===== src/rtl/ad7822_reader_if.sv =====
// ad7822_reader_if -- bundles the enable input, the AD7822 parallel bus pins
// and the sample/status outputs of ad7822_reader.
// master: the reader itself (drives ADC control pins and sample outputs).
// slave : the surroundings (ADC device plus the sensing blocks / controller).
interface ad7822_reader_if;
   logic       i_enable;
   logic [7:0] i_adc_data;
   logic       i_adc_eoc_n;
   logic       o_adc_convst_n;
   logic       o_adc_cs_n;
   logic       o_adc_rd_n;
   logic [7:0] o_data;
   logic       o_valid;
   logic       o_timeout;
   logic       o_busy;

   modport master (
      input  i_enable, i_adc_data, i_adc_eoc_n,
      output o_adc_convst_n, o_adc_cs_n, o_adc_rd_n,
      output o_data, o_valid, o_timeout, o_busy
   );

   modport slave (
      output i_enable, i_adc_data, i_adc_eoc_n,
      input  o_adc_convst_n, o_adc_cs_n, o_adc_rd_n,
      input  o_data, o_valid, o_timeout, o_busy
   );
endinterface


===== src/rtl/ad7822_reader.sv =====
// ad7822_reader -- periodic sampler for an AD7822 8-bit parallel ADC.
// Every PERIOD_CYC cycles (while enabled) it pulses CONVST low, waits for the
// synchronised EOC (with a timeout), then drives CS/RD low and captures the
// bus on the edge that ends the read strobe, presenting o_data with a
// one-cycle o_valid.
// Optional build macro AD7822_AVG4_EN: average groups of four captures and
// strobe only once per group with the mean value.
module ad7822_reader #(
   parameter int CONVST_CYC  = 3,
   parameter int RD_CYC      = 3,
   parameter int PERIOD_CYC  = 100,
   parameter int TIMEOUT_CYC = 50
) (
   input logic             CLK,
   input logic             RST_N,
   ad7822_reader_if.master bus
);

   localparam int PH_MAX = (TIMEOUT_CYC > CONVST_CYC)
                         ? ((TIMEOUT_CYC > RD_CYC) ? TIMEOUT_CYC : RD_CYC)
                         : ((CONVST_CYC  > RD_CYC) ? CONVST_CYC  : RD_CYC);
   localparam int PH_W   = $clog2(PH_MAX + 1);
   localparam int CNT_W  = $clog2(PERIOD_CYC);

   typedef enum logic [1:0] {IDLE, CONVST, WAIT_EOC, READ} state_t;

   state_t           state_q, state_d;
   logic [CNT_W-1:0] period_q, period_d;
   logic [PH_W-1:0]  phase_q, phase_d;
   logic             eoc_meta_q, eoc_sync_q;
   logic             convst_n_q, cs_n_q, rd_n_q, busy_q, valid_q, timeout_q;
   logic [7:0]       data_q;
   logic [7:0]       data_d;
   logic             valid_d;
   logic             capture, timeout_hit;

   // Sample-period counter: free-runs while enabled, parked at zero otherwise.
   always_comb begin
      period_d = '0;
      if (bus.i_enable && period_q != CNT_W'(PERIOD_CYC - 1))
         period_d = period_q + 1'b1;
   end

   // Next-state logic; phase_q times the cycles spent in each timed state.
   always_comb begin
      state_d     = state_q;
      phase_d     = phase_q;
      capture     = 1'b0;
      timeout_hit = 1'b0;
      case (state_q)
         IDLE: begin
            phase_d = '0;
            if (bus.i_enable && period_q == '0)
               state_d = CONVST;
         end
         CONVST: begin
            if (phase_q == PH_W'(CONVST_CYC - 1)) begin
               state_d = WAIT_EOC;
               phase_d = '0;
            end else begin
               phase_d = phase_q + 1'b1;
            end
         end
         WAIT_EOC: begin
            if (!eoc_sync_q) begin
               state_d = READ;
               phase_d = '0;
            end else if (phase_q == PH_W'(TIMEOUT_CYC - 1)) begin
               state_d     = IDLE;
               phase_d     = '0;
               timeout_hit = 1'b1;
            end else begin
               phase_d = phase_q + 1'b1;
            end
         end
         READ: begin
            if (phase_q == PH_W'(RD_CYC - 1)) begin
               state_d = IDLE;
               phase_d = '0;
               capture = 1'b1;
            end else begin
               phase_d = phase_q + 1'b1;
            end
         end
         default: begin
            state_d = IDLE;
            phase_d = '0;
         end
      endcase
   end

   // State, counters, EOC synchroniser and registered ADC control pins.
   always_ff @(posedge CLK or negedge RST_N) begin
      if (!RST_N) begin
         state_q    <= IDLE;
         period_q   <= '0;
         phase_q    <= '0;
         eoc_meta_q <= 1'b1;
         eoc_sync_q <= 1'b1;
         convst_n_q <= 1'b1;
         cs_n_q     <= 1'b1;
         rd_n_q     <= 1'b1;
         busy_q     <= 1'b0;
         timeout_q  <= 1'b0;
      end else begin
         state_q    <= state_d;
         period_q   <= period_d;
         phase_q    <= phase_d;
         eoc_meta_q <= bus.i_adc_eoc_n;
         eoc_sync_q <= eoc_meta_q;
         convst_n_q <= (state_d != CONVST);
         cs_n_q     <= (state_d != READ);
         rd_n_q     <= (state_d != READ);
         busy_q     <= (state_d != IDLE);
         if (!bus.i_enable)
            timeout_q <= 1'b0;
         else if (timeout_hit)
            timeout_q <= 1'b1;
      end
   end

`ifdef AD7822_AVG4_EN
   logic [9:0] sum_q, sum_d, sum_next;
   logic [1:0] cnt4_q, cnt4_d;
   logic       emit;

   // Four-sample accumulator; the fourth capture releases the mean.
   always_comb begin
      sum_next = sum_q + {2'b00, bus.i_adc_data};
      sum_d    = sum_q;
      cnt4_d   = cnt4_q;
      emit     = 1'b0;
      if (!bus.i_enable) begin
         sum_d  = '0;
         cnt4_d = '0;
      end else if (capture) begin
         if (cnt4_q == 2'd3) begin
            emit   = 1'b1;
            sum_d  = '0;
            cnt4_d = '0;
         end else begin
            sum_d  = sum_next;
            cnt4_d = cnt4_q + 1'b1;
         end
      end
      data_d  = emit ? sum_next[9:2] : data_q;
      valid_d = emit;
   end

   // Accumulator registers.
   always_ff @(posedge CLK or negedge RST_N) begin
      if (!RST_N) begin
         sum_q  <= '0;
         cnt4_q <= '0;
      end else begin
         sum_q  <= sum_d;
         cnt4_q <= cnt4_d;
      end
   end
`else
   // Every capture goes straight to the output.
   always_comb begin
      data_d  = capture ? bus.i_adc_data : data_q;
      valid_d = capture;
   end
`endif

   // Output sample register and its strobe.
   always_ff @(posedge CLK or negedge RST_N) begin
      if (!RST_N) begin
         data_q  <= '0;
         valid_q <= 1'b0;
      end else begin
         data_q  <= data_d;
         valid_q <= valid_d;
      end
   end

   assign bus.o_adc_convst_n = convst_n_q;
   assign bus.o_adc_cs_n     = cs_n_q;
   assign bus.o_adc_rd_n     = rd_n_q;
   assign bus.o_data         = data_q;
   assign bus.o_valid        = valid_q;
   assign bus.o_timeout      = timeout_q;
   assign bus.o_busy         = busy_q;

endmodule

===== src/flat_wrapper.sv =====
// flat-port wrapper written by rule: the top's interface ports become plain ports
module ad7822_reader_flat 
#(
   parameter int CONVST_CYC  = 3,
   parameter int RD_CYC      = 3,
   parameter int PERIOD_CYC  = 100,
   parameter int TIMEOUT_CYC = 50
)
  (CLK, RST_N, bus_i_enable, bus_i_adc_data, bus_i_adc_eoc_n, bus_o_adc_convst_n, bus_o_adc_cs_n, bus_o_adc_rd_n, bus_o_data, bus_o_valid, bus_o_timeout, bus_o_busy);
  ad7822_reader_if bus_i ();
  input logic CLK;
  input logic RST_N;
  input wire logic [$bits(bus_i.i_enable)-1:0] bus_i_enable;
  input wire logic [$bits(bus_i.i_adc_data)-1:0] bus_i_adc_data;
  input wire logic [$bits(bus_i.i_adc_eoc_n)-1:0] bus_i_adc_eoc_n;
  output wire logic [$bits(bus_i.o_adc_convst_n)-1:0] bus_o_adc_convst_n;
  output wire logic [$bits(bus_i.o_adc_cs_n)-1:0] bus_o_adc_cs_n;
  output wire logic [$bits(bus_i.o_adc_rd_n)-1:0] bus_o_adc_rd_n;
  output wire logic [$bits(bus_i.o_data)-1:0] bus_o_data;
  output wire logic [$bits(bus_i.o_valid)-1:0] bus_o_valid;
  output wire logic [$bits(bus_i.o_timeout)-1:0] bus_o_timeout;
  output wire logic [$bits(bus_i.o_busy)-1:0] bus_o_busy;
  assign bus_i.i_enable = bus_i_enable;
  assign bus_i.i_adc_data = bus_i_adc_data;
  assign bus_i.i_adc_eoc_n = bus_i_adc_eoc_n;
  assign bus_o_adc_convst_n = bus_i.o_adc_convst_n;
  assign bus_o_adc_cs_n = bus_i.o_adc_cs_n;
  assign bus_o_adc_rd_n = bus_i.o_adc_rd_n;
  assign bus_o_data = bus_i.o_data;
  assign bus_o_valid = bus_i.o_valid;
  assign bus_o_timeout = bus_i.o_timeout;
  assign bus_o_busy = bus_i.o_busy;
  ad7822_reader #(.CONVST_CYC(CONVST_CYC), .RD_CYC(RD_CYC), .PERIOD_CYC(PERIOD_CYC), .TIMEOUT_CYC(TIMEOUT_CYC)) u_core (.CLK(CLK), .RST_N(RST_N), .bus(bus_i));
endmodule

===== config.mk =====
export PLATFORM = sky130hd
export DESIGN_NAME = ad7822_reader_flat
export DESIGN_NICKNAME = d
export VERILOG_FILES = /design/src/rtl/ad7822_reader_if.sv /design/src/rtl/ad7822_reader.sv /design/src/flat_wrapper.sv
export SDC_FILE = /design/constraint.sdc
export NUM_CORES = 1
export LEC_CHECK = 0
export BUFFER_PORTS_ARGS = -buffer_cell sky130_fd_sc_hd__buf_2
export CAP_MARGIN = 0
export CORE_MARGIN = 3
export CORE_UTILIZATION = 50
export DETAILED_ROUTE_END_ITERATION = 16
export GPL_TIMING_DRIVEN = 0
export PLACE_DENSITY = 0.76
export SYNTH_ARGS = -nofsm -noshare
export SYNTH_HDL_FRONTEND = slang
export SYNTH_SLANG_ARGS = --single-unit

===== constraint.sdc =====
create_clock -name CLK -period 2.1 [get_ports CLK]
set_input_delay 0.105 -clock CLK [delete_from_list [all_inputs] [get_ports CLK]]
set_output_delay 0.105 -clock CLK [all_outputs]
set_load 0.01 [all_outputs]

== Yosys cells after proc, flatten, opt, wreduce, memory -nomap -nowiden ==
Index checks and enable logic that the tools add are counted.
W data, S select, Z words.

* Equality and inequality tests: 9
* Reductions and logical operators: 6
* Muxes and demuxes: 18
* Add/subtract/negate cells: 2

{| class="wikitable"
|+ Operators with widths
! operator !! count
|-
| $mux W6 || 3
|-
| $pmux W6 S3 || 1
|-
| $mux W2 || 5
|-
| $pmux W2 S4 || 1
|-
| $add A7 B1 Y7 const B || 1
|-
| $logic_not A7 Y1 || 1
|-
| $mux W1 || 7
|-
| $mux W7 || 1
|-
| $ne A7 B7 Y1 const B || 1
|-
| $add A6 B1 Y6 const B || 1
|-
| $eq A6 B2 Y1 const B || 1
|-
| $eq A6 B6 Y1 const B || 1
|-
| $eq A2 B2 Y1 const B || 2
|-
| $ne A2 B1 Y1 const B || 2
|-
| $eq A2 B1 Y1 const B || 1
|-
| $logic_and A1 B1 Y1 || 2
|-
| $logic_not A2 Y1 || 1
|-
| $ne A2 B2 Y1 const B || 1
|-
| $reduce_bool A2 Y1 || 1
|-
| $reduce_or A2 Y1 || 1
|}

* Output and inout port bits: 14
* Bits in registers: 30

== Longest topological paths before layout ==
* Depth after elaboration: 6
* Mapped depth: 6
* Gate-level depth less buffers: 6

== Least setup slack after synthesis ==
Ideal clock, no wire load.

* Kind: register -> register
* From: reg u_core.phase_q[0]
* To: reg u_core.busy_q, in the netlist u_core.bus.o_busy
* Path buffers: 0
* Slack: 0.421 ns
* Clock period less this slack: 1.679 ns
* Data required time: 1.969 ns
* Stages on the path, launching flop included: 7
* Arrival: 1.548 ns
* Cell sequence: dfrtp_1 inv_1 ha_1 nor3b_4 nand2_2 a211o_2 or3b_1

* Word-level cells in the longest chain between the ends: 5

{| class="wikitable"
|+ Ends and longest elaborated chain
! item !! line !! text
|-
| start: declaration || ad7822_reader.sv:29 || <nowiki>logic [PH_W-1:0] phase_q, phase_d;</nowiki>
|-
| start signal: assignment || ad7822_reader.sv:108 || <nowiki>phase_q <= phase_d;</nowiki>
|-
| $eq A6 B6 Y1 || ad7822_reader.sv:68 || <nowiki>end else if (phase_q == PH_W'(TIMEOUT_CYC - 1)) begin</nowiki>
|-
| $mux W2 || ad7822_reader.sv:68 ||
|-
| $mux W2 || ad7822_reader.sv:65 || <nowiki>if (!eoc_sync_q) begin</nowiki>
|-
| $pmux W2 S4 * || ad7822_reader.sv:50 || <nowiki>case (state_q)</nowiki>
|-
| named net u_core.state_d[0] || ad7822_reader.sv:27 || <nowiki>state_t state_q, state_d;</nowiki>
|-
| $reduce_bool A2 Y1 * || ad7822_reader.sv:114 || <nowiki>busy_q <= (state_d != IDLE);</nowiki>
|-
| end signal: assignment || ad7822_reader.sv:114 ||
|-
| end: declaration || ad7822_reader.sv:31 || <nowiki>logic convst_n_q, cs_n_q, rd_n_q, busy_q, valid_q, timeout_q;</nowiki>
|}

The timed path passes the listed nets; every way through them passes the cells marked *.
A chain may end at the register's enable or synchronous reset.

== Worst setup path in the final report ==
Same ends and word-level chain as after synthesis.

==> results_dict.tcl <==
set metrics [dict create \
    outcome "completed" \
    h-tree-depth 2 \
    cts-resized-gates 0 \
    end_kind "register" \
    die_x_um 57.0 \
    detailed_place.area_um2 1460 \
    synth_ff_type "dfrtp_1" \
    dp_hpwl_um 1740 \
    drtIter0Drc 18 \
    fmax_mhz 560 \
    place_ws_ns 0.314 \
    route.detailed.drc 0 \
    synth-seq-cells 30 \
    synth_fa_ha_area_share_pct 4.81 \
    nFillCells 195 \
    min_from "bus_i_adc_data[3]" \
    start_util_pct 55.6 \
    synth_mux_area_share_pct 6.93 \
    grt_first_pass_wirelength_um 4270 \
    clkTransAtPathRegs_ns 0.09 \
    worst_slack_ns 0.314 \
    drive_above_1_share_pct 36.1 \
    fin_tns_setup_ns 0 \
    startpoint "u_core.phase_q[0]" \
    final_core_util_pct 66.7 \
    netlist_area_um2 1300 \
    tightestPinTransition_ns 0.644 \
    row_count 17 \
    dp.cells 160 \
    whs_ns 0.0135 \
    core_area_um2 2340 \
    cp_max_fo 5 \
    drt_pass1_iterations 4 \
    hold_class "input pin to register" \
    yosys_warnings 0 \
    cap_violations 0 \
    wl_um 2390 \
    skew_ns 0.00965 \
    vias 898 \
    postRouteAntennaNets 0 \
    wl_per_cell_um 13.9 \
    grt_setup_unrepaired "false" \
    rr_startpoint "u_core.phase_q[0]" \
    final_area_um2 1560 \
    via_per_inst 5.22 \
    peakVddDrop_mv 0.738 \
    p_total_mw 1.81 \
    place_congestion 0.701 \
    synth_xor_area_share_pct 6.06 \
    die_h_um 57.0 \
    grt_usage_pct 17.2 \
    crit_arrival_ns 1.99 \
    setup-violations-final 0 \
    synth_compound_area_share_pct 3.46 \
    slew_viol_final 0 \
    fin_cells 172 \
    antennaDiodeCount 0 \
    crit_type "register to register" \
    tritoncts "done" \
    yosysSeqAreaShare_pct 58.1 \
    cts_max_path_buffers 2 \
    syn_avg_cell_area_um2 12.1 \
    grt_max_degree 31 \
    async_flop_share_pct 100 \
    synth_nets 124 \
    area_growth_syn_to_layout_pct 20.0 \
    leakage_nw 0.744 \
    portBuffers 25 \
    yosys.area_share.simple_pct 17.5 \
    synth_edf_count 0 \
    grt_antenna_before_repair 0 \
    cts-root-buf "clkbuf_4" \
    cp.required_ns 2.30 \
    nNetsFinal 160 \
    numCtsBuffers 5 \
    die_area_um2 3250 \
    grt.overflow.total 0 \
    synth_cells 107 \
    synth_top_family_by_area "simple AND/OR/NAND/NOR gates" \
    synth_cell_types 30 \
    power.density_nw_per_um2 1160 \
    post-route-period-util_pct 85.0 \
    clk-insertion-delay-late_ns 0.32 \
    cp-start-kind "register" \
    grt_pass1_vias 971 \
    clock_sinks 30 \
    relSlewSlack_pct 57.1 \
    final-hold-violation-count 0 \
    ios 26 \
    layout_min_cycle_time_ns 1.79 \
]
==> per-layer routing <==
metal	wire length, um	GRT usage [%]	vias to the layer above
li1	-	-	432
met1	966	19.7	440
met2	1250	29.7	21
met3	135	5.20	5
met4	34	6.95	0
met5	0	0	-
==> power by group <==
| part | switching, mW | total [mW] | internal (mW) |
|---|---|---|---|
| clock | 0.184 | 0.346 | 0.162 |
| combinational | 0.328 | 0.626 | 0.298 |
| sequential | 0.0856 | 0.838 | 0.752 |
| total | 0.598 | 1.81 | 1.21 |
==> layout by cell type (no fill, tap or decap), drive strengths merged, types with 2 or more instances in the layout <==
cell type	synthesis	layout
inv	6	6
and3	2	2
nand2	3	3
xnor2	7	7
o211ai	2	2
dfstp	4	4
nand3	7	7
nor2	14	14
xor2	2	2
nor3	4	4
mux2	8	8
ha	5	5
dlygate4sd3	0	4
dfrtp	26	26
clkbuf	1	8
nand4	3	3
buf	2	27
and2	2	2
==> critical path, cell delays in order (launching register included) <==
cell and delay, ns:
dfrtp_1 0.42, inv_1 0.08, ha_1 0.15, nor3b_4 0.23, nand2_2 0.09, a211o_2 0.36, or3b_1 0.35
==> cell usage after synthesis, types with 2 or more instances <==
master	instances	area [um2]
nand4_1	2	12.5
mux2_2	8	90.1
and2_1	2	12.5
o211ai_1	2	15.0
nor2_1	13	48.8
dfrtp_1	26	651
xor2_1	2	17.5
nor3_1	4	20.0
nand3_1	7	35.0
dfstp_2	4	105
nand2_1	2	7.51
and3_1	2	12.5
xnor2_1	7	61.3
ha_1	5	62.6
inv_1	6	22.5
==> registers in the layout (all words and copies together) (netlist names) <==
name,count
u_core.eoc_sync_q,1
u_core.bus.o_valid,1
u_core.bus.o_adc_cs_n,1
u_core.bus.o_adc_convst_n,1
u_core.state_q,2
u_core.phase_q,6
u_core.bus.o_busy,1
u_core.bus.o_timeout,1
u_core.bus.o_data,8
u_core.period_q,7
u_core.eoc_meta_q,1
==> what timing repair did <==
item / CTS / global route
buffers inserted: 0 / 0
endpoints found under the hold margin: 29 / 0
endpoints found under the setup margin: 0 / 0
hold buffers: 4 / 0
==> area by class of cell <==
cell class	instances	area, um2	share of cell area, %
sequential	30	756	48.4
multi-input combinational	68	504	32.3
timing repair buffer	29	165	10.6
clock buffer	7	55.1	3.53
tap	28	35.0	2.25
inverter	6	22.5	1.44
buffer	3	17.5	1.12
clock inverter	1	5.00	0.321
==> path summary, 6_finish.rpt <==
kind / slack (ns) / cells past startpoint / endpoint
setup / recovery: 0.31 / 6 / u_core.bus.o_busy
hold / removal: 0.01 / 2 / u_core.bus.o_data[3]
setup reg to reg: 0.31 / 6 / u_core.bus.o_busy
hold reg to reg: 0.37 / 0 / u_core.eoc_sync_q
max in group asynchronous: 1.34 / 2 / u_core.phase_q[0]
min in group asynchronous: 0.34 / 2 / u_core.period_q[0]
==> kinds of logic after synthesis <==
kind of cell | count (synthesis)
AND/OR/NAND/NOR | 40
flip-flops | 30
XOR/XNOR | 9
buffers and inverters | 9
multiplexers | 8
AO/OA/AOI/OAI | 6
adder cells (fa/ha/maj) | 5
No activity file was read; power rests on OpenSTA's default activity.
